`src/rtl/costas_pkg.sv`:
```
// rtl/costas_pkg.sv - shared constants and types for the Costas phase detector
//
// Purpose: widths shared by the phase detector, lock detector and loop filter,
//          plus the lock-detector state type.
// Ports:   none (package).
package costas_pkg;

  localparam int IQ_W  = 29;  // I/Q arm sample width
  localparam int ERR_W = 58;  // phase error width
  localparam int PCW_W = 24;  // loop filter phase-control-word width

  typedef enum logic {
    ACQ   = 1'b0,
    TRACK = 1'b1
  } lock_state_e;

endpackage

```
`src/rtl/costas_lock_det.sv`:
```
// rtl/costas_lock_det.sv - windowed quiet-sample carrier lock detector
//
// Purpose: counts phase-error results whose magnitude is below LOCK_THR over
//          windows of LOCK_WIN results; ACQ/TRACK hysteresis FSM on the count.
// Ports:
//   clk      in   system clock
//   rst      in   synchronous active-high reset
//   e_i      in   signed phase error (ERR_W bits)
//   strobe_i in   e_i carries a new result this cycle
//   locked_o out  carrier lock flag
module costas_lock_det
  import costas_pkg::*;
#(
  parameter int unsigned       LOCK_WIN = 1024,
  parameter logic [ERR_W-1:0]  LOCK_THR = 58'd1 << 40,
  parameter int unsigned       LOCK_ON  = 960,
  parameter int unsigned       LOCK_OFF = 768
) (
  input  logic             clk,
  input  logic             rst,
  input  logic [ERR_W-1:0] e_i,
  input  logic             strobe_i,
  output logic             locked_o
);

  localparam int WIN_W = $clog2(LOCK_WIN);
  localparam int CNT_W = $clog2(LOCK_WIN + 1);

  logic [WIN_W-1:0] win_q;
  logic [CNT_W-1:0] quiet_q;
  logic [CNT_W-1:0] quiet_tot;
  logic [ERR_W-1:0] e_abs;
  logic             quiet;
  logic             win_end;
  lock_state_e      state_q, state_d;

  always_comb begin
    e_abs     = e_i[ERR_W-1] ? (~e_i + {{(ERR_W-1){1'b0}}, 1'b1}) : e_i;
    quiet     = (e_abs < LOCK_THR);
    // The sample that closes a window is counted in that window.
    quiet_tot = quiet_q + CNT_W'(quiet);
    win_end   = strobe_i && (win_q == WIN_W'(LOCK_WIN - 1));
  end

  always_comb begin
    state_d = state_q;
    if (win_end) begin
      case (state_q)
        ACQ:     if (quiet_tot >= CNT_W'(LOCK_ON))  state_d = TRACK;
        TRACK:   if (quiet_tot <  CNT_W'(LOCK_OFF)) state_d = ACQ;
        default: state_d = ACQ;
      endcase
    end
  end

  always_ff @(posedge clk) begin
    if (rst) begin
      win_q   <= '0;
      quiet_q <= '0;
      state_q <= ACQ;
    end else begin
      state_q <= state_d;
      if (win_end) begin
        win_q   <= '0;
        quiet_q <= '0;
      end else if (strobe_i) begin
        win_q   <= win_q + WIN_W'(1);
        quiet_q <= quiet_tot;
      end
    end
  end

  assign locked_o = (state_q == TRACK);

endmodule

```
`config.mk`:
```
export PLATFORM = sky130hd
export DESIGN_NAME = costas_lock_det
export DESIGN_NICKNAME = d
export VERILOG_FILES = /design/src/rtl/costas_pkg.sv /design/src/rtl/costas_lock_det.sv
export SDC_FILE = /design/constraint.sdc
export NUM_CORES = 1
export LEC_CHECK = 0
export CAP_MARGIN = 20
export CORE_MARGIN = 3
export CORE_UTILIZATION = 40
export DETAILED_ROUTE_END_ITERATION = 8
export HOLD_SLACK_MARGIN = 0.03
export PLACE_DENSITY = 0.77
export SYNTH_ARGS = -nofsm -noshare
export SYNTH_HDL_FRONTEND = slang
export SYNTH_SLANG_ARGS = --single-unit
```
`constraint.sdc`:
```
create_clock -name clk -period 3.85 [get_ports clk]
set_input_delay 0.77 -clock clk [delete_from_list [all_inputs] [get_ports clk]]
set_output_delay 0.77 -clock clk [all_outputs]
set_load 0.02 [all_outputs]
```
### Yosys cells after proc, flatten, opt, wreduce, memory -nomap -nowiden

Cells that the tools add are included.
W data, S select, Z words.

* $add $sub $neg: 3
* $lt $le $gt $ge: 3
* equality and inequality tests: 1
* multiplexer cells: 4
* bitwise logic cells: 2
* reduce and logical (&&, ||, !) cells: 2

Operators by type and width (count)
* $add A58 B1 Y58 const B: 1
* $lt A58 B41 Y1 const B: 1
* $mux W58: 1
* $not A58 Y58: 1
* $add A11 B1 Y11: 1
* $ge A11 B10 Y1 const B: 1
* $lt A11 B10 Y1 const B: 1
* $add A10 B1 Y10 const B: 1
* $eq A10 B10 Y1 const B: 1
* $mux W1: 2
* $pmux W1 S2: 1
* $reduce_or A2 Y1: 1
* $logic_and A1 B1 Y1: 1
* $not A1 Y1: 1

* register bits: 22
* bits of input ports: 61

### Logic depth before layout (Yosys ltp)

* depth in word-level cells: 8
* gate-level depth with buffers: 16
* depth with buffers taken out: 15

### Worst setup path after synthesis

No wires, ideal clock.

* path kind: input -> register
* start: in e_i[22]
* end: reg state_q (netlist: locked_o)
* data arrival time: 3.650 ns
* required time: 3.759 ns
* path slack: 0.109 ns
* stages: 16
* cells stage by stage: nor4_1 > nand4_1 > or3_4 > buf_6 > o31a_1 > o21ai_1 > nand4b_1 > nor4b_2 > ha_1 > ha_1 > and4_1 > nand3_1 > xor2_1 > o21ai_0 > a21oi_1 > a311oi_1

* longest elaborated chain between the ends: 8

RTL lines
* start, declared: RTL line costas_lock_det.sv:21 `input logic [ERR_W-1:0] e_i,`
* $not A58 Y58: RTL line costas_lock_det.sv:38 `e_abs = e_i[ERR_W-1] ? (~e_i + {{(ERR_W-1){1'b0}}, 1'b1}) : e_i;`
* $add A58 B1 Y58: RTL line costas_lock_det.sv:38
* $mux W58 (*): RTL line costas_lock_det.sv:38
* $lt A58 B41 Y1 (*): RTL line costas_lock_det.sv:39 `quiet = (e_abs < LOCK_THR);`
* $add A11 B1 Y11 (*): RTL line costas_lock_det.sv:41 `quiet_tot = quiet_q + CNT_W'(quiet);`
* $lt A11 B10 Y1 / $ge A11 B10 Y1 (equally long branches): RTL line costas_lock_det.sv:50, costas_lock_det.sv:49
* $mux W1, on equally long branches: RTL line costas_lock_det.sv:50, costas_lock_det.sv:49
* $pmux W1 S2 (*): RTL line costas_lock_det.sv:48 `case (state_q)`
* end signal, assigned: RTL line costas_lock_det.sv:62 `state_q <= state_d;`
* end, declared: RTL line costas_lock_det.sv:35 `lock_state_e state_q, state_d;`

Mark *: on every way between the ends. The rest lies on a longest branch, timed or not.
A chain may end at the register's enable or synchronous reset.

### Final worst setup path

* start: in e_i[43]
* end: reg state_q (netlist: locked_o)

Same word-level chain as after synthesis.

==> reports/summary.log <==
[status] status complete, no violations
[power_and_ir_drop] switching power total 0.1299 mW
[grt] GRT overflow 0
[drt] iteration-0 DRC count of the detailed router 112
[grt] GRT Max-Usage Layer met2
[logic_synthesis] yosys synthesis warning count 0
[power_and_ir_drop] power share of the sequential group 44.2%
[timing] min Tclk post-route 3.800 ns
[finish] footprint of the multi-input gates 1305 um^2
[critical_path] crit path kind in2reg
[grt] via count of the first global-routing pass 1,990
[critical_path] Startpoint Class primary input
[finish] Layout Nets 383
[grt] met3 usage in global routing 4.493%
[clock_network] source-to-sink clock delay at the later pin of the worst-skew pair 0.26 ns
[drt] number of antenna-violating nets in the routed design 0
[drt] post-route DRC violation count 0
[clock_network] cell chosen for the clock root clkbuf_8
[logic_synthesis] Synth top cells by count nor2_1 (33), dfxtp_1 (22), nand2_1 (20)
[logic_synthesis] count leader, synth nor2_1
[flow_run] max_cap viols 0
[logic_synthesis] count of distinct cell types in the synthesized netlist 49
[timing] Highest Clock Rate 263.2 MHz
[grt] GRT Total Usage 20.99%
[finish] post-route cell area 2831 um^2
[drt] vias after detailed routing 2,052
[timing] final worst clock skew 0.001084 ns
[floorplan] starting density of the core 42.73%
[logic_synthesis] Post-synth EDFFs 0
[floorplan] standard-cell row count 22
[drt] via density per instance 5.607
[clock_network] clock edge transition at the registers on the reported setup and hold paths 0.07 ns
[timing] Final setup viols 0
[power_and_ir_drop] Power per Cell Area 185.6 nW/um^2
[timing] final slew viol count 0
[clock_network] Hold-fix buffers, CTS 0
[finish] final core area utilization 75.08%
[logic_synthesis] net count of the mapped netlist 274
[clock_network] maximum root-to-sink buffer count 2
[logic_synthesis] flip-flop and latch count after synthesis 22
[power_and_ir_drop] total power draw 0.5255 mW
[floorplan] I/O pin cnt 62
[clock_network] H-tree lvl count 1
[finish] sequential cell area in the final layout 440.4 um^2
[finish] antenna cell count 0
[critical_path] largest fanout on the critical path 3
[critical_path] critical path arrival 3.97 ns
[drt] post-detailed-route wirelength per cell 14.45 um
[logic_synthesis] cell count after synthesis 210
[worst_hold_path] class of the worst hold path reg2reg
[critical_path] kind of end point of the critical path register
[grt] pin count of the biggest net entering global routing 20
[place] gp weighted congestion 0.9082
[logic_synthesis] top cells by area, synth dfxtp_1 (27%), nor2_1 (7.7%), xor2_1 (7.1%)
[floorplan] floorplan core area 3771 um^2
[clock_network] TritonCTS Sinks 22
[logic_synthesis] post-synth top area cell dfxtp_1
[timing] final hold viol count 0
[timing] ratio of final minimum period to clock period 98.69%
[power_and_ir_drop] switching power share of the total 24.72%
[logic_synthesis] post-synthesis sequential area ratio 27.33%
[power_and_ir_drop] portion of total power attributed to the clock network 30.6%
[power_and_ir_drop] internal power 0.3956 mW
[drt] Routed WL 5.289 mm
[timing] worst max-slew margin expressed relative to the limit 54.70%
[logic_synthesis] cell area after technology mapping 1612 um^2
[place] Buffers on Ports 61
[drt] Detailed Routing Iterations Pass 1 5
[clock_network] TritonCTS clock tree yes
[power_and_ir_drop] relative contribution of combinational cells to total power 25.2%
[timing] Post-Route Hold Slack 0.5188 ns
[critical_path] required time reported for the critical path endpoint 4.02 ns
[grt] GR Layer Usage met1 26.03%
[finish] fraction of final layout cells with drive strength greater than 1 31.45%
[finish] Filler cells 259
[floorplan] die span in y 69.48 um
[place] total placed instance area 2554 um^2
[logic_synthesis] mean instance size in the synthesized netlist 7.674 um^2
[finish] area delta synth->final 75.70%
[grt] wire length of the first global-routing pass 8.625 mm
[timing] Worst-Margin Slew 0.6796 ns
[clock_network] Num CTS Buffers 3
[grt] antenna violations before repair 0
[power_and_ir_drop] leakage power 1.176 nW
[place] detailed placement HPWL 3.725 mm
[timing] setup repair after global routing missed its margin true
[power_and_ir_drop] worst supply voltage drop on vdd 0.0001960 V
[floorplan] area of the die 4827 um^2
[floorplan] horizontal die dimension 69.48 um
[logic_synthesis] Main synth FF type dfxtp_1
[logic_synthesis] share of the synthesized area in the top cell type 27.33%
[grt] GR met2 Demand/Resource 37.29%
[logic_synthesis] Async S/R FF share, synth 0%
[kinds of logic after synthesis]
group / share of synthesized area [%]
AO/OA/AOI/OAI: 12.50
XOR/XNOR: 11.96
adder cells (fa/ha/maj): 2.329
buffers and inverters: 4.114
flip-flops: 27.33
multiplexers: 4.581
AND/OR/NAND/NOR: 37.19
[final cells by class]
class / instances / area share, %
clock buffer: 4 / 1.944
inverter: 4 / 0.5303
multi-input combinational: 176 / 46.09
sequential: 22 / 15.55
tap: 48 / 2.121
timing repair buffer: 112 / 33.76
[through the flow]
stage                     setup slack [ns]  setup TNS, ns  instances
after CTS                         0.005532              0        364
after global placement             -0.5029         -2.451        353
after detailed placement           -0.5472         -2.810        353
final                              0.05050              0        366
after floorplan                     0.1091              0        210
after global routing               -0.1430        -0.2646        366
[what timing repair did]
item / 4_1_cts / 5_1_grt
pin swaps: 25 / 29
buffers inserted: 6 / 2
endpoints found under the setup margin: 5 / 6
cloned: 1 / 0
resized for setup: 69 / 62
[worst max-delay path: stages]
cell           delay [ns]
dlygate4sd2_1        0.26
buf_4                0.15
or4_4                0.56
buf_4                0.16
nor3_2               0.19
mux2_1               0.34
a31oi_1              0.27
nor4b_4              0.07
ha_2                 0.21
ha_4                 0.16
buf_4                0.14
and3_1               0.18
xnor2_1              0.12
o21ai_1              0.12
a21oi_1              0.08
a311oi_1             0.19
[power by group through the flow]
stage	clock network (mW)	logic [mW]	registers (mW)
4_1_cts	0.163	0.125	0.232
6_report	0.161	0.132	0.232
3_3_place_gp	0	0.133	0.237
5_1_grt	0.173	0.143	0.233
2_1_floorplan	0	0.0368	0.237
3_5_place_dp	0	0.134	0.237
[state kept, by name, indices dropped and copies added, names as in the netlist]
signal and count:
quiet_q 11, locked_o 1, win_q 10
[layer usage]
layer | share of wire, % | wire [um]
met4 | 0.68 | 36
met3 | 8.3 | 440
met1 | 42 | 2228
met5 | 0 | 0
met2 | 49 | 2584
[final timing paths]
kind / end / from / slack, ns / cells after the start
worst max-delay path: locked_o / e_i[43] / 0.05 / 16
worst min-delay path: win_q[9] / win_q[9] / 0.52 / 2
worst max register to register: quiet_q[1] / win_q[0] / 1.72 / 7
worst min register to register: win_q[9] / win_q[9] / 0.52 / 2
[layout by cell type (no fill, tap or decap), types with 3 or more instances in the layout]
master / instances
buf_6: 7
dlygate4sd2_1: 17
a21oi_1: 6
clkdlybuf4s15_1: 11
nand4_1: 8
nor3_1: 8
nor4_2: 7
nor4_4: 3
nor4_1: 5
nor2_1: 32
xor2_1: 12
clkdlybuf4s50_1: 13
nand2_1: 18
xnor2_1: 9
dfxtp_1: 22
buf_4: 46
and3_1: 9
inv_1: 4
o21ai_0: 3
dlymetal6s2s_1: 7
clkbuf_8: 4
clkbuf_2: 11
o21ai_1: 3
mux2i_1: 4
o22ai_1: 4
Note: power is estimated with default switching activity, not from simulation.
==> RTL edit 1, RTL diff (same flow settings) <==
Register the inputs `e_i` and `strobe_i` before use, with the module's reset. The logic sees them one clock later. Comments in the files are not updated.
--- a/src/rtl/costas_lock_det.sv
+++ b/src/rtl/costas_lock_det.sv
@@ -27,4 +27,17 @@
   localparam int CNT_W = $clog2(LOCK_WIN + 1);
 
+  logic [ERR_W-1:0] e_q;
+  logic strobe_q;
+
+  always_ff @(posedge clk) begin
+    if (rst) begin
+      e_q      <= '0;
+      strobe_q <= '0;
+    end else begin
+      e_q      <= e_i;
+      strobe_q <= strobe_i;
+    end
+  end
+
   logic [WIN_W-1:0] win_q;
   logic [CNT_W-1:0] quiet_q;
@@ -36,9 +49,9 @@
 
   always_comb begin
-    e_abs     = e_i[ERR_W-1] ? (~e_i + {{(ERR_W-1){1'b0}}, 1'b1}) : e_i;
+    e_abs     = e_q[ERR_W-1] ? (~e_q + {{(ERR_W-1){1'b0}}, 1'b1}) : e_q;
     quiet     = (e_abs < LOCK_THR);
     // The sample that closes a window is counted in that window.
     quiet_tot = quiet_q + CNT_W'(quiet);
-    win_end   = strobe_i && (win_q == WIN_W'(LOCK_WIN - 1));
+    win_end   = strobe_q && (win_q == WIN_W'(LOCK_WIN - 1));
   end
 
@@ -64,5 +77,5 @@
         win_q   <= '0;
         quiet_q <= '0;
-      end else if (strobe_i) begin
+      end else if (strobe_q) begin
         win_q   <= win_q + WIN_W'(1);
         quiet_q <= quiet_tot;
Formal check against the unedited RTL: same outputs for any inputs over 10 cycles, from zero or initial values and one cycle with rst high; that may be too few to reach the edited logic, so the function may still have changed.
==> RTL edit 1 against the unedited design <==
Critical path depth is the same; utilization shrank 18 points; power grew to 3.1 times the old value; area after synthesis grew 98%; sequential cell count grew 59; first-iteration DRC count grew 46%; die area grew 88%; sequential power grew to 3.9 times the old value; hold slack lost 0.0087 ns; highest routed layer unchanged; clock skew grew 0.0078 ns; routed wire length grew 33%; critical path type is now flop to flop; cell area grew 50%; worst setup slack gained 0.30 ns.
==> RTL edit 1: results (changes against the unedited design) <==
The root buffer selected by CTS is sky130_fd_sc_hd__clkbuf_8 (unchanged). The final weighted congestion of routability-driven global placement is 1.00 (was 0.908). Result of the run: complete, no violations (unchanged). The critical-path maximum fanout came to 6 (was 3). The maximum number of pins on one net before global-route repair came to 36 (was 20). The kind of path behind the tightest hold check is flop to flop (unchanged). The gate family responsible for the most delay along the worst path was simple AND/OR/NAND/NOR gates (unchanged). The actual slew at the worst max-slew pin is 0.604 ns (was 0.680 ns). The number of placed instances, taps included is 496 (was 353).

The worst voltage drop across the vdd grid came out at 0.203 mV (was 0.196 mV). The register area share after synthesis came out at 50.8% (was 27.3%). The post-synthesis net count came out at 404 (was 274).

The number of detailed-route iterations in the first pass is 4 (was 5). The number of antenna violations at the first check in global routing was 0 (unchanged). The filler cell count in the final layout is 633 (was 259).

The number of port buffers is 61 (unchanged). The first-pass GRT wire length came out at 11400 um (was 8630 um). The share of synthesized flip-flops with an asynchronous set or reset came to 0% (unchanged).

The depth of the CTS H-tree was 3 (was 1). Top cells by area, synth: sky130_fd_sc_hd__dfxtp_1, sky130_fd_sc_hd__nor2b_1, sky130_fd_sc_hd__nor2_1 (was sky130_fd_sc_hd__dfxtp_1, sky130_fd_sc_hd__nor2_1, sky130_fd_sc_hd__xor2_1). The data arrival time of the critical path came out at 3.78 ns (was 3.97 ns).

The number of nets in the layout is 476 (was 383). The share of cells above drive strength 1 was 11.5% (was 31.4%). The final non-filler cell total is 516 (was 366).

The count of antenna diodes in the layout is 0 (unchanged). The leakage power summed over all cells was 1.55 nW (was 1.18 nW). The largest registers in the layout are e_q (58), quiet_q (11), win_q (10). The cell with the biggest individual delay on the critical path is sky130_fd_sc_hd__or4_4 (unchanged). The clock latency of the later-clocked register in the worst-skew pair came to 0.35 ns (was 0.26 ns). The overall via count from detail_route came out at 2621 (was 2052).

The clock-pin slew of the registers on the worst-case setup and hold paths is 0.09 ns (was 0.07 ns). The number of global-route vias before repair came out at 2466 (was 1990). The worst-case clock skew is 0.00886 ns (was 0.00108 ns). The number of buffers on the longest clock path is 2 (unchanged). The total routing resource utilization after global routing is 16.3% (was 21.0%). The placed instance area came out at 0.00394 sq mm (was 0.00255 sq mm). Top cells by count, synth: sky130_fd_sc_hd__dfxtp_1, sky130_fd_sc_hd__nor2b_1, sky130_fd_sc_hd__nor2_1 (was sky130_fd_sc_hd__nor2_1, sky130_fd_sc_hd__dfxtp_1, sky130_fd_sc_hd__nand2_1). The post-placement setup slack was 0.00981 ns (was -0.547 ns). The mean area per synthesized cell came to 9.40 sq um (was 7.67 sq um). The number of different library cells in the post-synthesis netlist is 44 (was 49).

The violation count after the first detailed-routing iteration is 163 (was 112). The total half-perimeter wirelength after legalization and detailed placement is 4980 um (was 3730 um). The leading register cell type out of synthesis was sky130_fd_sc_hd__dfxtp_1 (unchanged). The TritonCTS buffer count came out at 9 (was 3). The number of warnings issued by yosys came out at 0 (unchanged).

The per-cell routed wire length came to 13.6 um (was 14.5 um). The largest stage delay on the critical path came out at about 0.57 ns.
## RTL edit 1: cell families (layout without fill, tap and decap cells)
logic type | Yosys count | count (layout) | synth area share, %
adder cells (fa/ha/maj) | 3 | 3 | 1.18
flip-flops | 81 | 81 | 50.8
multiplexers | 4 | 4 | 1.29
AO/OA/AOI/OAI | 32 | 32 | 6.66
XOR/XNOR | 22 | 22 | 6.03
AND/OR/NAND/NOR | 180 | 180 | 31.8
buffers and inverters | 18 | 95 | 2.27
## RTL edit 1: cell type report
| cell class | count | area, sq um | share of cell area [%] |
|---|---|---|---|
| flip-flops and latches | 81 | 1620 | 38.2 |
| multi-input cells | 241 | 1600 | 37.7 |
| repair buffers | 75 | 711 | 16.7 |
| clock buffers | 9 | 124 | 2.91 |
| well taps | 99 | 124 | 2.91 |
| clock inverters | 7 | 53.8 | 1.27 |
| inverters | 4 | 15.0 | 0.353 |
## RTL edit 1: power breakdown
group	switching, mW	internal, mW	total (mW)	leakage, nW
Sequential	0.0297	0.872	0.901	0.669
Clock	0.321	0.238	0.559	0.0822
Combinational	0.0578	0.100	0.158	0.803
## RTL edit 1: worst paths after layout
kind / start / to / slack (ns) / depth (start not counted)
worst max register to register: e_q[41] / locked_o / 0.35 / 16
worst max-delay path: e_q[41] / locked_o / 0.35 / 16
worst min register to register: quiet_q[0] / quiet_q[0] / 0.51 / 2
worst min-delay path: quiet_q[0] / quiet_q[0] / 0.51 / 2
## RTL edit 1: repair_timing
item	in CTS	in global routing
setup endpoints to repair	0	3
resized for setup	0	17
setup buffers	0	4
## RTL edit 1: routing by layer
| layer | track usage, % | routed length (um) |
|---|---|---|
| met5 | 0 | 0 |
| met3 | 3.55 | 457 |
| met1 | 20.6 | 3150 |
| met2 | 25.7 | 3240 |
| met4 | 9.13 | 164 |
==> RTL edit 2, RTL diff (same settings) <==
Without the edit above. Set the package constant `ERR_W` to 116 (it was 58).
--- a/src/rtl/costas_pkg.sv
+++ b/src/rtl/costas_pkg.sv
@@ -7,5 +7,5 @@
 
   localparam int IQ_W  = 29;  // I/Q arm sample width
-  localparam int ERR_W = 58;  // phase error width
+  localparam int ERR_W = 116;  // phase error width
   localparam int PCW_W = 24;  // loop filter phase-control-word width
 
Ports: changed (resized e_i); port bits go from 62 to 120. No check against the original RTL was run, so the function may have changed too.
==> RTL edit 2 against the unedited design <==
The flow now stops in global routing (5_1_grt); area after synthesis rose to 2.6 times the old value.
==> RTL edit 2: results (changes against the unedited design) <==
Result of the run: aborted with a tool error (was complete, no violations). The last stage reached is global routing (5_1_grt). The tool reported: "[ERROR GRT-0232] Routing congestion too high. Check the congestion heatmap in the GUI". The total routing resource utilization after global routing came out at 68.7%. The root buffer selected by CTS is sky130_fd_sc_hd__clkbuf_8 (unchanged). The share of cell area taken by muxes after synthesis came out at 2.75% (was 4.58%). The area share of fa/ha/maj cells after synthesis came out at 1.20% (was 2.33%). The number of placed instances, taps included is 1117 (was 353). After the last repair the worst path ends at a register data pin. Top cells by count, synth: sky130_fd_sc_hd__nor2_1, sky130_fd_sc_hd__nand2_1, sky130_fd_sc_hd__nor4_1 (was sky130_fd_sc_hd__nor2_1, sky130_fd_sc_hd__dfxtp_1, sky130_fd_sc_hd__nand2_1). The placement row count came out at 36 (was 22).

The TritonCTS buffer count came out at 3 (unchanged). The post-synthesis compound-gate area fraction is 22.9% (was 12.5%). The number of different library cells in the post-synthesis netlist is 73 (was 49).

The post-synthesis net count is 769 (was 274). The main combinational cell family by area after synthesis is simple AND/OR/NAND/NOR gates (unchanged). The share of synthesized flip-flops with an asynchronous set or reset came to 0% (unchanged). The overflow left after global routing came out at 76. The leading register cell type out of synthesis is sky130_fd_sc_hd__dfxtp_1 (unchanged). The maximum number of pins on one net before global-route repair came out at 27. The number of buffers on the longest clock path came to 2 (unchanged). The depth of the CTS H-tree came out at 1 (unchanged). The mean area per synthesized cell is 6.47 sq um (was 7.67 sq um). The number of port buffers came out at 119 (was 61).

The placed instance area is 0.00739 sq mm (was 0.00255 sq mm). The number of warnings issued by yosys is 0 (unchanged). The parity-gate share of the synthesized area counting xor and xnor cells is 4.82% (was 12.0%).

Top cells by area, synth: sky130_fd_sc_hd__dfxtp_1, sky130_fd_sc_hd__nor4_1, sky130_fd_sc_hd__nor2_1 (was sky130_fd_sc_hd__dfxtp_1, sky130_fd_sc_hd__nor2_1, sky130_fd_sc_hd__xor2_1). When the global-route repair_timing finished, the worst setup path ended at locked_o$_SDFFE_PP0P_/D. The register area share after synthesis was 10.5% (was 27.3%). The total half-perimeter wirelength after legalization and detailed placement came out at 21300 um (was 3730 um).

The clock sink count is 22 (unchanged). The final weighted congestion of routability-driven global placement was 1.41 (was 0.908).
[RTL edit 2: changes by cell type after synthesis, sizes merged, moves of 26 or more]
| cell | delta |
|---|---|
| nand4 | +30 |
| nor2 | +50 |
| clkbuf | +26 |
| nor3 | +36 |
| nand2 | +34 |
| nor4 | +43 |
[RTL edit 2: stage by stage]
step	worst slack, ns	hold slack [ns]
after global placement	-1.57	0.478
after detailed placement	-1.72	0.488
after floorplan	-0.865	0.469
after CTS	-1.04	0.501
[RTL edit 2: repair_timing]
item | CTS
resized for setup | 205
pin swaps | 49
endpoints found under the setup margin | 12
setup buffers | 24
hold endpoints to repair | 0
[RTL edit 2: per-layer routing]
metal | track usage (%) | overflow
met5 | 20.1 | 0
met3 | 55.9 | 0
met2 | 86.9 | 40
met1 | 65.3 | 1
met4 | 69.3 | 35
[RTL edit 2: cells by family after synthesis]
group                    count (synthesis)
AND/OR/NAND/NOR                        400
AO/OA/AOI/OAI                          133
buffers and inverters                   53
XOR/XNOR                                23
flip-flops                              22
multiplexers                            11
adder cells (fa/ha/maj)                  4
